File: src/rtl/pipe_fft_pkg.sv
// Shared helpers for the pipelined FFT datapath.
//   clog2     : ceiling log2 used to size pointers from a depth.
//   clamp_dly : limits a requested delay to 1..maxDly.
//   wrap_sub  : (a - b) mod modulus for pointers of any depth.
package pipe_fft_pkg;

    function automatic int clog2(input int n);
        int r = 0;
        while ((1 << r) < n) r++;
        return r;
    endfunction

    function automatic int clamp_dly(input int len, input int maxDly);
        if (len < 1) return 1;
        if (len > maxDly) return maxDly;
        return len;
    endfunction

    // Operands are already in 0..modulus-1, so one correction is enough.
    function automatic int wrap_sub(input int a, input int b, input int modulus);
        int r = a - b;
        if (r < 0) r += modulus;
        return r;
    endfunction

endpackage

File: src/rtl/pipe_fft_dly_prog_if.sv
// Stream and control bundle of the programmable delay line.
//   clkEn            : pipeline enable
//   dlyLoad, dlyLen  : delay programming strobe and value
//   din, dinVal      : input sample and its valid flag
//   dout, doutVal    : delayed sample and its valid flag
//   dlyCur           : active (clamped) delay
// master = the stage feeding the delay line, slave = the delay line.
interface pipe_fft_dly_prog_if #(
    parameter int WIDTH = 66,
    parameter int AW    = 3
);
    logic             clkEn;
    logic             dlyLoad;
    logic [AW:0]      dlyLen;
    logic [WIDTH-1:0] din;
    logic             dinVal;
    logic [WIDTH-1:0] dout;
    logic             doutVal;
    logic [AW:0]      dlyCur;

    modport master (
        output clkEn, dlyLoad, dlyLen, din, dinVal,
        input  dout, doutVal, dlyCur
    );

    modport slave (
        input  clkEn, dlyLoad, dlyLen, din, dinVal,
        output dout, doutVal, dlyCur
    );
endinterface

File: src/rtl/pipe_fft_dpram.sv
// Single-clock simple dual-port RAM with registered read, shaped so it
// maps onto micro RAM columns.
//   clk, nGrst  : clock, synchronous active-low reset (read register only)
//   we, waddr, wdata : write port
//   re, raddr   : read port; rdata updates on the edge when re=1
module pipe_fft_dpram #(
    parameter int W     = 67,
    parameter int DEPTH = 8,
    parameter int AW    = 3
) (
    input  logic          clk,
    input  logic          nGrst,
    input  logic          we,
    input  logic [AW-1:0] waddr,
    input  logic [W-1:0]  wdata,
    input  logic          re,
    input  logic [AW-1:0] raddr,
    output logic [W-1:0]  rdata
);
    logic [W-1:0] mem [DEPTH];

    // NOTE: the array has no reset so it stays a RAM; only the read register is cleared.
    always_ff @(posedge clk) begin
        if (we) mem[waddr] <= wdata;
    end

    always_ff @(posedge clk) begin
        if (!nGrst)  rdata <= '0;
        else if (re) rdata <= mem[raddr];
    end
endmodule

File: src/rtl/pipe_fft_dly_prog.sv
// Runtime-programmable delay line built on a self-addressed circular buffer.
//   clk, nGrst : clock, synchronous active-low reset
//   bus        : slave side of pipe_fft_dly_prog_if (enable, programming,
//                input/output samples with valids, active delay)
// A delay of 1 uses a bypass register so the RAM never reads the entry
// being written in the same cycle.
module pipe_fft_dly_prog
    import pipe_fft_pkg::*;
#(
    parameter int WIDTH    = 66,
    parameter int DEPTH    = 8,
    parameter int DLY_INIT = DEPTH,
    parameter int AW       = clog2(DEPTH)
) (
    input  logic                 clk,
    input  logic                 nGrst,
    pipe_fft_dly_prog_if.slave   bus
);
    localparam logic [AW:0]   ONE      = (AW+1)'(1);
    localparam logic [AW:0]   FILL_MAX = (AW+1)'(DEPTH);
    localparam logic [AW:0]   DLY_RST  = (AW+1)'(clamp_dly(DLY_INIT, DEPTH));
    localparam logic [AW-1:0] PTR_LAST = AW'(DEPTH - 1);

    logic [AW:0]      dReg, dEff;
    logic [AW:0]      fill, fillEff, fillInc;
    logic [AW-1:0]    wptr, wptrNext, raddr;
    logic             isByp;
    logic             bypSel, bypVal, fillOk;
    logic [WIDTH-1:0] bypData;
    logic [WIDTH:0]   ramQ;

    // A load takes effect in its own cycle: that cycle's sample is the first
    // one under the new delay, and it restarts the fill count.
    // NOTE: every always_comb output gets a default first so no latch is inferred.
    always_comb begin
        dEff    = dReg;
        fillEff = fill;
        if (bus.dlyLoad) begin
            dEff    = (AW+1)'(clamp_dly(int'(bus.dlyLen), DEPTH));
            fillEff = '0;
        end
        isByp    = (dEff == ONE);
        raddr    = AW'(wrap_sub(int'(wptr), int'(dEff) - 1, DEPTH));
        wptrNext = (wptr == PTR_LAST) ? '0 : wptr + AW'(1);
        fillInc  = (fillEff < FILL_MAX) ? fillEff + ONE : fillEff;
    end

    pipe_fft_dpram #(.W(WIDTH + 1), .DEPTH(DEPTH), .AW(AW)) uRam (
        .clk   (clk),
        .nGrst (nGrst),
        .we    (bus.clkEn & nGrst),
        .waddr (wptr),
        .wdata ({bus.dinVal, bus.din}),
        .re    (bus.clkEn & ~isByp),
        .raddr (raddr),
        .rdata (ramQ)
    );

    // NOTE: sequential state uses non-blocking assignments so all flops update together.
    always_ff @(posedge clk) begin
        if (!nGrst) begin
            dReg    <= DLY_RST;
            wptr    <= '0;
            fill    <= '0;
            bypSel  <= 1'b0;
            bypVal  <= 1'b0;
            bypData <= '0;
            fillOk  <= 1'b0;
        end else begin
            dReg <= dEff;
            if (bus.clkEn) begin
                wptr    <= wptrNext;
                fill    <= fillInc;
                bypSel  <= isByp;
                bypVal  <= bus.dinVal;
                bypData <= bus.din;
                // Entries older than the current fill are stale and never valid.
                fillOk  <= (fillEff >= dEff - ONE);
            end else begin
                fill <= fillEff;
            end
        end
    end

    assign bus.dout    = bypSel ? bypData : ramQ[WIDTH-1:0];
    assign bus.doutVal = bypSel ? bypVal  : (ramQ[WIDTH] & fillOk);
    assign bus.dlyCur  = dReg;
endmodule
File: src/flat_wrapper.sv
// flat-port wrapper written by rule: the top's interface ports become plain ports
module pipe_fft_dly_prog_flat import pipe_fft_pkg::*;
#(
    parameter int WIDTH    = 66,
    parameter int DEPTH    = 8,
    parameter int DLY_INIT = DEPTH,
    parameter int AW       = clog2(DEPTH)
)
  (clk, nGrst, bus_clkEn, bus_dlyLoad, bus_dlyLen, bus_din, bus_dinVal, bus_dout, bus_doutVal, bus_dlyCur);
  pipe_fft_dly_prog_if #(.WIDTH(WIDTH), .AW(AW)) bus_i ();
  input  logic clk;
  input  logic nGrst;
  input wire logic [$bits(bus_i.clkEn)-1:0] bus_clkEn;
  input wire logic [$bits(bus_i.dlyLoad)-1:0] bus_dlyLoad;
  input wire logic [$bits(bus_i.dlyLen)-1:0] bus_dlyLen;
  input wire logic [$bits(bus_i.din)-1:0] bus_din;
  input wire logic [$bits(bus_i.dinVal)-1:0] bus_dinVal;
  output wire logic [$bits(bus_i.dout)-1:0] bus_dout;
  output wire logic [$bits(bus_i.doutVal)-1:0] bus_doutVal;
  output wire logic [$bits(bus_i.dlyCur)-1:0] bus_dlyCur;
  assign bus_i.clkEn = bus_clkEn;
  assign bus_i.dlyLoad = bus_dlyLoad;
  assign bus_i.dlyLen = bus_dlyLen;
  assign bus_i.din = bus_din;
  assign bus_i.dinVal = bus_dinVal;
  assign bus_dout = bus_i.dout;
  assign bus_doutVal = bus_i.doutVal;
  assign bus_dlyCur = bus_i.dlyCur;
  pipe_fft_dly_prog #(.WIDTH(WIDTH), .DEPTH(DEPTH), .DLY_INIT(DLY_INIT), .AW(AW)) u_core (.clk(clk), .nGrst(nGrst), .bus(bus_i));
endmodule
File: config.mk
export PLATFORM = sky130hd
export DESIGN_NAME = pipe_fft_dly_prog_flat
export DESIGN_NICKNAME = d
export VERILOG_FILES = /design/src/rtl/pipe_fft_pkg.sv /design/src/rtl/pipe_fft_dly_prog_if.sv /design/src/rtl/pipe_fft_dpram.sv /design/src/rtl/pipe_fft_dly_prog.sv /design/src/flat_wrapper.sv
export SDC_FILE = /design/constraint.sdc
export NUM_CORES = 1
export LEC_CHECK = 0
export BUFFER_PORTS_ARGS = -buffer_cell sky130_fd_sc_hd__buf_4
export CAP_MARGIN = 20
export CORE_ASPECT_RATIO = 0.7
export CORE_MARGIN = 5
export CORE_UTILIZATION = 30
export DETAILED_ROUTE_END_ITERATION = 6
export PLACE_DENSITY_LB_ADDON = 0.05
export SYNTH_ARGS = -nofsm -noshare
export SYNTH_HDL_FRONTEND = slang
export SYNTH_SLANG_ARGS = --single-unit
export TNS_END_PERCENT = 100
File: constraint.sdc
create_clock -name clk -period 6.9 [get_ports clk]
set_input_delay 0.345 -clock clk [delete_from_list [all_inputs] [get_ports clk]]
set_output_delay 0.345 -clock clk [all_outputs]
set_load 0.02 [all_outputs]
Word level (Yosys, flattened, before mapping)
Memory sizes are Yosys's and may differ from the RTL's. A register that Yosys moved wholly into a read port is not among the register bits.
Cells that the tools add are included.
{"block": "word_totals", "ff_bits": 80, "ramBits": 536, "in_bits": 75, "output_inout_bits": 71, "word_cells": 45, "memories": 1}
{"memory": "u_core.uRam.mem", "words": 8, "word_bits": 67, "read_ports": 1, "rd_ports_with_merged_regs": 1, "wr": 1, "line": "pipe_fft_dpram.sv:20", "text": "logic [W-1:0] mem [DEPTH];"}
{"block": "classes", "n_addsub": 6, "order_cmp": 5, "eq_ne": 2, "mux": 19, "n_bitwise": 4, "n_reduce_logical": 1}
{"operator": "66-bit 2-to-1 mux", "n": 1}
{"operator": "32-bit by 1-bit < comparator with 1-bit output, second input constant", "n": 1}
{"operator": "4-bit 2-to-1 mux", "n": 7}
{"operator": "1-bit 2-to-1 mux", "n": 9}
{"operator": "3-bit by 1-bit adder with 3-bit output, second input constant", "n": 2}
{"operator": "3-bit 2-to-1 mux", "n": 2}
{"operator": "4-bit by 5-bit subtractor with 6-bit output", "n": 1}
{"operator": "4-bit by 1-bit subtractor with 5-bit output, second input constant", "n": 1}
{"operator": "4-bit by 1-bit adder with 4-bit output, second input constant", "n": 1}
{"operator": "4-bit by 1-bit == test with 1-bit output, second input constant", "n": 1}
{"operator": "4-bit greater-or-equal comparator", "n": 1}
{"operator": "4-bit greater-than comparator, second input constant", "n": 1}
{"operator": "4-bit by 1-bit < comparator with 1-bit output, second input constant", "n": 1}
{"operator": "4-bit < comparator, second input constant", "n": 1}
{"operator": "4-bit by 1-bit subtractor with 4-bit output, second input constant", "n": 1}
{"operator": "1-bit bitwise AND", "n": 3}
{"operator": "3-bit == test, second input constant", "n": 1}
{"operator": "1-bit logical NOT", "n": 1}
{"operator": "1-bit inverter", "n": 1}

Depth between registers and ports, before layout
{"block": "logic_depth", "depth_word": 12, "mapped_depth": 13, "depth_no_buf": 10}

By module
A second synthesis with hierarchy kept.
{"block": "hier_totals", "cells_unflattened": 1617, "hier_area_um2": 26784.4}
{"module": "pipe_fft_dpram", "n_inst": 1, "cells_each": 1236, "area_each_um2": 22621.7}
{"module": "pipe_fft_dly_prog", "n_inst": 1, "cells_each": 381, "area_each_um2": 4162.7}

Worst setup path before layout
Ideal clock, no wire load.
{"block": "synth_timing", "kind": "input-to-reg", "start": "input port bus_clkEn", "end": "memory u_core.uRam.mem[5][0] (enable)", "setup_ps": 574, "arrival_time_ps": 5658, "setup_slack_ps": 667, "stages": 4, "path_buffers": 2, "path_cell_list": "clkbuf_1 -> clkbuf_1 -> nand2_1 -> nor3_1"}
{"block": "synth_via", "elab_chain_len": 3}
{"element": "start, declared", "line": "flat_wrapper.sv:13", "text": "input wire logic [$bits(bus_i.clkEn)-1:0] bus_clkEn;"}
{"element": "1-bit bitwise AND", "line": "pipe_fft_dly_prog.sv:51", "text": ".we (bus.clkEn & nGrst),"}
{"element": "1-bit 2-to-1 mux", "line": "pipe_fft_dpram.sv:24", "text": "if (we) mem[waddr] <= wdata;"}
{"element": "1-bit 2-to-1 mux (implied by the code)", "line": "pipe_fft_dpram.sv:24"}
{"element": "end, declared", "line": "pipe_fft_dpram.sv:20"}
Every way passes these cells.

Final worst setup path
{"block": "layout_timing", "start": "register u_core.dReg[0] (netlist: u_core.bus.dlyCur[0])", "end": "register u_core.uRam.rdata[63] (read register of u_core.uRam.mem)"}
{"block": "layout_via", "elab_chain_len": 5, "word_cells_on_any_way": 9, "classes_between": "add/sub: 3; order compare: 1; eq/ne: 1; mux: 2; bitwise: 2"}
{"element": "start, declared", "line": "pipe_fft_dly_prog.sv:24", "text": "logic [AW:0] dReg, dEff;"}
{"element": "start signal, assigned", "line": "pipe_fft_dly_prog.sv:62", "text": "dReg <= DLY_RST;"}
{"element": "start signal, assigned", "line": "pipe_fft_dly_prog.sv:70", "text": "dReg <= dEff;"}
{"element": "4-bit 2-to-1 mux *", "line": "pipe_fft_dly_prog.sv:38", "text": "if (bus.dlyLoad) begin"}
{"element": "net u_core.dEff[0]", "line": "pipe_fft_dly_prog.sv:24"}
{"element": "4-bit by 1-bit subtractor with 5-bit output", "line": "pipe_fft_dly_prog.sv:43", "text": "raddr = AW'(wrap_sub(int'(wptr), int'(dEff) - 1, DEPTH));"}
{"element": "4-bit by 5-bit subtractor with 6-bit output", "line": "pipe_fft_pkg.sv:21", "text": "int r = a - b;"}
{"element": "32-bit by 1-bit < comparator with 1-bit output or 3-bit by 1-bit adder with 3-bit output (tied branches)", "line": "pipe_fft_pkg.sv:22", "text": "if (r < 0) r += modulus;"}
{"element": "3-bit 2-to-1 mux", "line": "pipe_fft_pkg.sv:22"}
{"element": "end, declared", "line": "pipe_fft_dpram.sv:18", "text": "output logic [W-1:0] rdata"}
Mark *: on every way through the listed nets, which the timed path passes. The rest lies on a longest branch.
A chain may end at the register's enable or synchronous reset.

==> qor.txt <==
Type of origin of the critical path -> flip-flop
Setup bufs post-CTS -> 0
Pleak -> 0.01081 µW
Mapped cell area -> 0.02618 mm²
Routed WL per cell -> 23.61 µm
Synthesized area per cell -> 17.88 µm²
Largest net degree at the start of global routing -> 81
Data arrival, critical path -> 4.57 ns
Clock transition at path regs -> 0.06 ns
Fillers -> 8057
GP Congestion -> 0.6797
Hpwl dp -> 34890 µm
Rows -> 90
Flops & latches, synth -> 683
Internal -> 7397 µW
Syn-to-layout area delta -> 21.32%
Seq/Total Area, Yosys -> 72.73%
CTS tree -> yes
CP dominant cell by count -> buf_4
DRT iter0 DRCs -> 823
Power per cell area -> 310.5 mW/mm²
Final ANT Viol Nets -> 0
Hold-fix buffers, CTS -> 67
Combinational fraction of design power -> 13.4%
DIE WIDTH -> 363.1 µm
Peak supply drop -> 0.1657 mV
Max_cap viols -> 0
Final cell count without fillers -> 2900
Skew final -> 0.01790 ns
Worst-Margin Slew -> 1.012 ns
Final Util -> 36.77%
Area leader, netlist -> edfxtp_1
GRT Util Overall -> 14.67%
Placed Area -> 0.02870 mm²
Nets@finish -> 1775
Critical Path End Type -> flip-flop
First-pass GRT wire length -> 101300 µm
Max incr delay on CP -> 0.66 ns
Pre-Repair DR Iteration Count -> 4
Clk network pwr share -> 39.8%
IO Pins -> 146
Critical path class -> reg -> reg
CTS sink cnt -> 683
Die area -> 0.09335 mm²
RSZ-0062 raised after global routing -> no
Headroom to the max-slew limit -> 32.18%
DR vias -> 13730
Initial core utilization -> 30.31%
Core footprint -> 0.08637 mm²
Post-route clock period utilization -> 58.42%
Psw -> 2465 µW
Synth unique cells -> 33
Post-route cell area -> 0.03176 mm²
Root Driver -> clkbuf_16
Hold Vio Cnt, Final -> 0
Switching portion of total power -> 24.99%
CTS Buffer Depth -> 3
Gate Count Post-Synth -> 1464
Worst Path Max Fanout -> 38
Final min period -> 4.031 ns
GRT overflow -> 0
Initial antenna violation count -> 6
# port buffers -> 145
Top cells by area, synth -> edfxtp_1 (61%), mux4_2 (12%), dfxtp_1 (11%)
Post-CTS sizing -> 0
YS warnings -> 0
Worst-path cell chain -> nor2b_1, a21oi_1, inv_1, ha_1, fa_4, xor2_1, xnor2_2, xor2_4, buf_4, buf_4, nand2_1, a31oi_1
Max Clock Freq -> 248.1 MHz
Share of cells above drive strength 1 -> 28.55%
Status -> finished, final reports clean
Worst Hold Class -> in -> reg
Syn nets -> 1550
Cts bufs inserted -> 74
Slowest-stage cell, CP -> buf_4
Critical path required time -> 7.44 ns
Clock Latency Late Sink -> 0.63 ns
DRC -> 0
Die Y-Extent -> 257.1 µm
TNS Setup -> 0 ns
Total Wirelength -> 68470 µm
Yosys top cell area share -> 61.49%
H-tree depth -> 3
Slew Limit Fails -> 0
Final setup fails -> 0
Number of global-route vias before repair -> 14690
Reg power frac -> 46.8%
Post-Place Cells -> 2696
Via/cell ratio -> 4.734
power by group through the flow:
stage          logic, µW  registers, µW  clock network, µW
6_report            1320           4610               3930
5_1_grt             1450           4620               4240
4_1_cts             1370           4620               4080
3_5_place_dp        1330           4700                  0
3_3_place_gp        1330           4700                  0
2_1_floorplan        850           4680                  0
sequential cells by signal, indices dropped and copies added, names as in the netlist:
signal,cells
u_core.fillOk,1
u_core.bus.dlyCur,4
u_core.wptr,3
u_core.fill,4
u_core.uRam.mem,536
u_core.bypVal,1
u_core.uRam.rdata,67
u_core.bypSel,1
u_core.bypData,66
critical path, delay by kind of cell (launching register included):
family | cells | cell delay [ns]
buffers and inverters | 3 | 1.22
adder cells (fa/ha/maj) | 2 | 0.79
XOR/XNOR | 3 | 0.72
AO/OA/AOI/OAI | 2 | 0.66
flip-flops | 1 | 0.30
AND/OR/NAND/NOR | 2 | 0.24
metrics by stage:
stage / setup slack, ns / total power [µW] / hold slack (ns)
final: 2.869 / 9862 / 0.07532
after global routing: 2.506 / 10310 / 0.07933
after CTS: 2.769 / 10060 / 0.03182
after detailed placement: 2.541 / 6032 / 0.4984
after global placement: 2.584 / 6034 / 0.4893
after floorplan: 0.6672 / 5527 / 0.4439
final timing paths:
kind,end,startpoint,slack (ns),cells past startpoint
setup reg to reg,u_core.uRam.rdata[63]$_SDFFE_PN0P_,u_core.bus.dlyCur[0]$_SDFF_PN0_,2.87,12
setup / recovery,u_core.uRam.rdata[63]$_SDFFE_PN0P_,u_core.bus.dlyCur[0]$_SDFF_PN0_,2.87,12
hold reg to reg,u_core.bypData[62]$_SDFFE_PN0P_,u_core.bypData[62]$_SDFFE_PN0P_,0.51,2
hold / removal,u_core.bus.dlyCur[1]$_SDFF_PN0_,bus_dlyLen[1],0.08,3
kinds of logic (layout without fill, tap and decap cells):
logic type,Yosys count,after routing,share of synthesized area (%)
AO/OA/AOI/OAI,149,149,3.250
XOR/XNOR,8,8,0.3538
adder cells (fa/ha/maj),11,11,0.5545
buffers and inverters,99,383,1.649
flip-flops,683,683,72.73
multiplexers,270,270,17.09
other,0,2,0
AND/OR/NAND/NOR,244,244,4.364
area by class of cell:
class | count | area (µm²) | share of cell area [%]
timing repair buffer | 241 | 2052 | 6.462
multi-input combinational | 682 | 6812 | 21.45
antenna | 2 | 5.005 | 0.01576
sequential | 683 | 19040 | 59.96
clock inverter | 36 | 342.8 | 1.080
tap | 1150 | 1439 | 4.531
clock buffer | 99 | 2037 | 6.414
inverter | 7 | 26.28 | 0.08274
placed cells by master (no fill, tap or decap), drive strengths merged:
cell type / Yosys / routed
diode: 0 / 2
o21bai: 1 / 1
a21o: 2 / 2
clkbuf: 47 / 99
a21oi: 5 / 5
o21ai: 70 / 70
clkinv: 0 / 25
nor2: 7 / 7
mux2: 66 / 66
mux2i: 70 / 70
dlygate4sd3: 0 / 67
nand4: 1 / 1
xnor2: 5 / 5
edfxtp: 536 / 536
buf: 45 / 174
nand2: 142 / 142
dfxtp: 147 / 147
nor3: 3 / 3
nor2b: 78 / 78
fa: 1 / 1
o22ai: 1 / 1
ha: 10 / 10
mux4: 134 / 134
xor2: 3 / 3
inv: 7 / 13
nand3: 6 / 6
a21boi: 2 / 2
a31oi: 68 / 68
and2: 3 / 3
bufinv: 0 / 5
nand2b: 4 / 4
routing by layer:
layer  up-vias  share of wire (%)  global-route usage [%]  routed length [µm]
met5         -              0.070                       0                  48
met1      7233                 50                   21.92               34230
met2       217                 44                   22.07               30250
li1       6177                  -                       -                   -
met3        94                3.8                   2.905                2627
met4         8                1.9                   3.518                1309
cells in the mapped netlist (all sizes together):
cell	count
a21boi	2
a21o	2
a21oi	5
a31oi	68
and2	3
buf	45
clkbuf	47
dfxtp	147
edfxtp	536
fa	1
ha	10
inv	7
mux2	66
mux2i	70
mux4	134
nand2	142
nand2b	4
nand3	6
nand4	1
nor2	7
nor2b	78
nor3	3
o21ai	70
o21bai	1
o22ai	1
xnor2	5
xor2	3
Power figures use the tool's default switching activity.
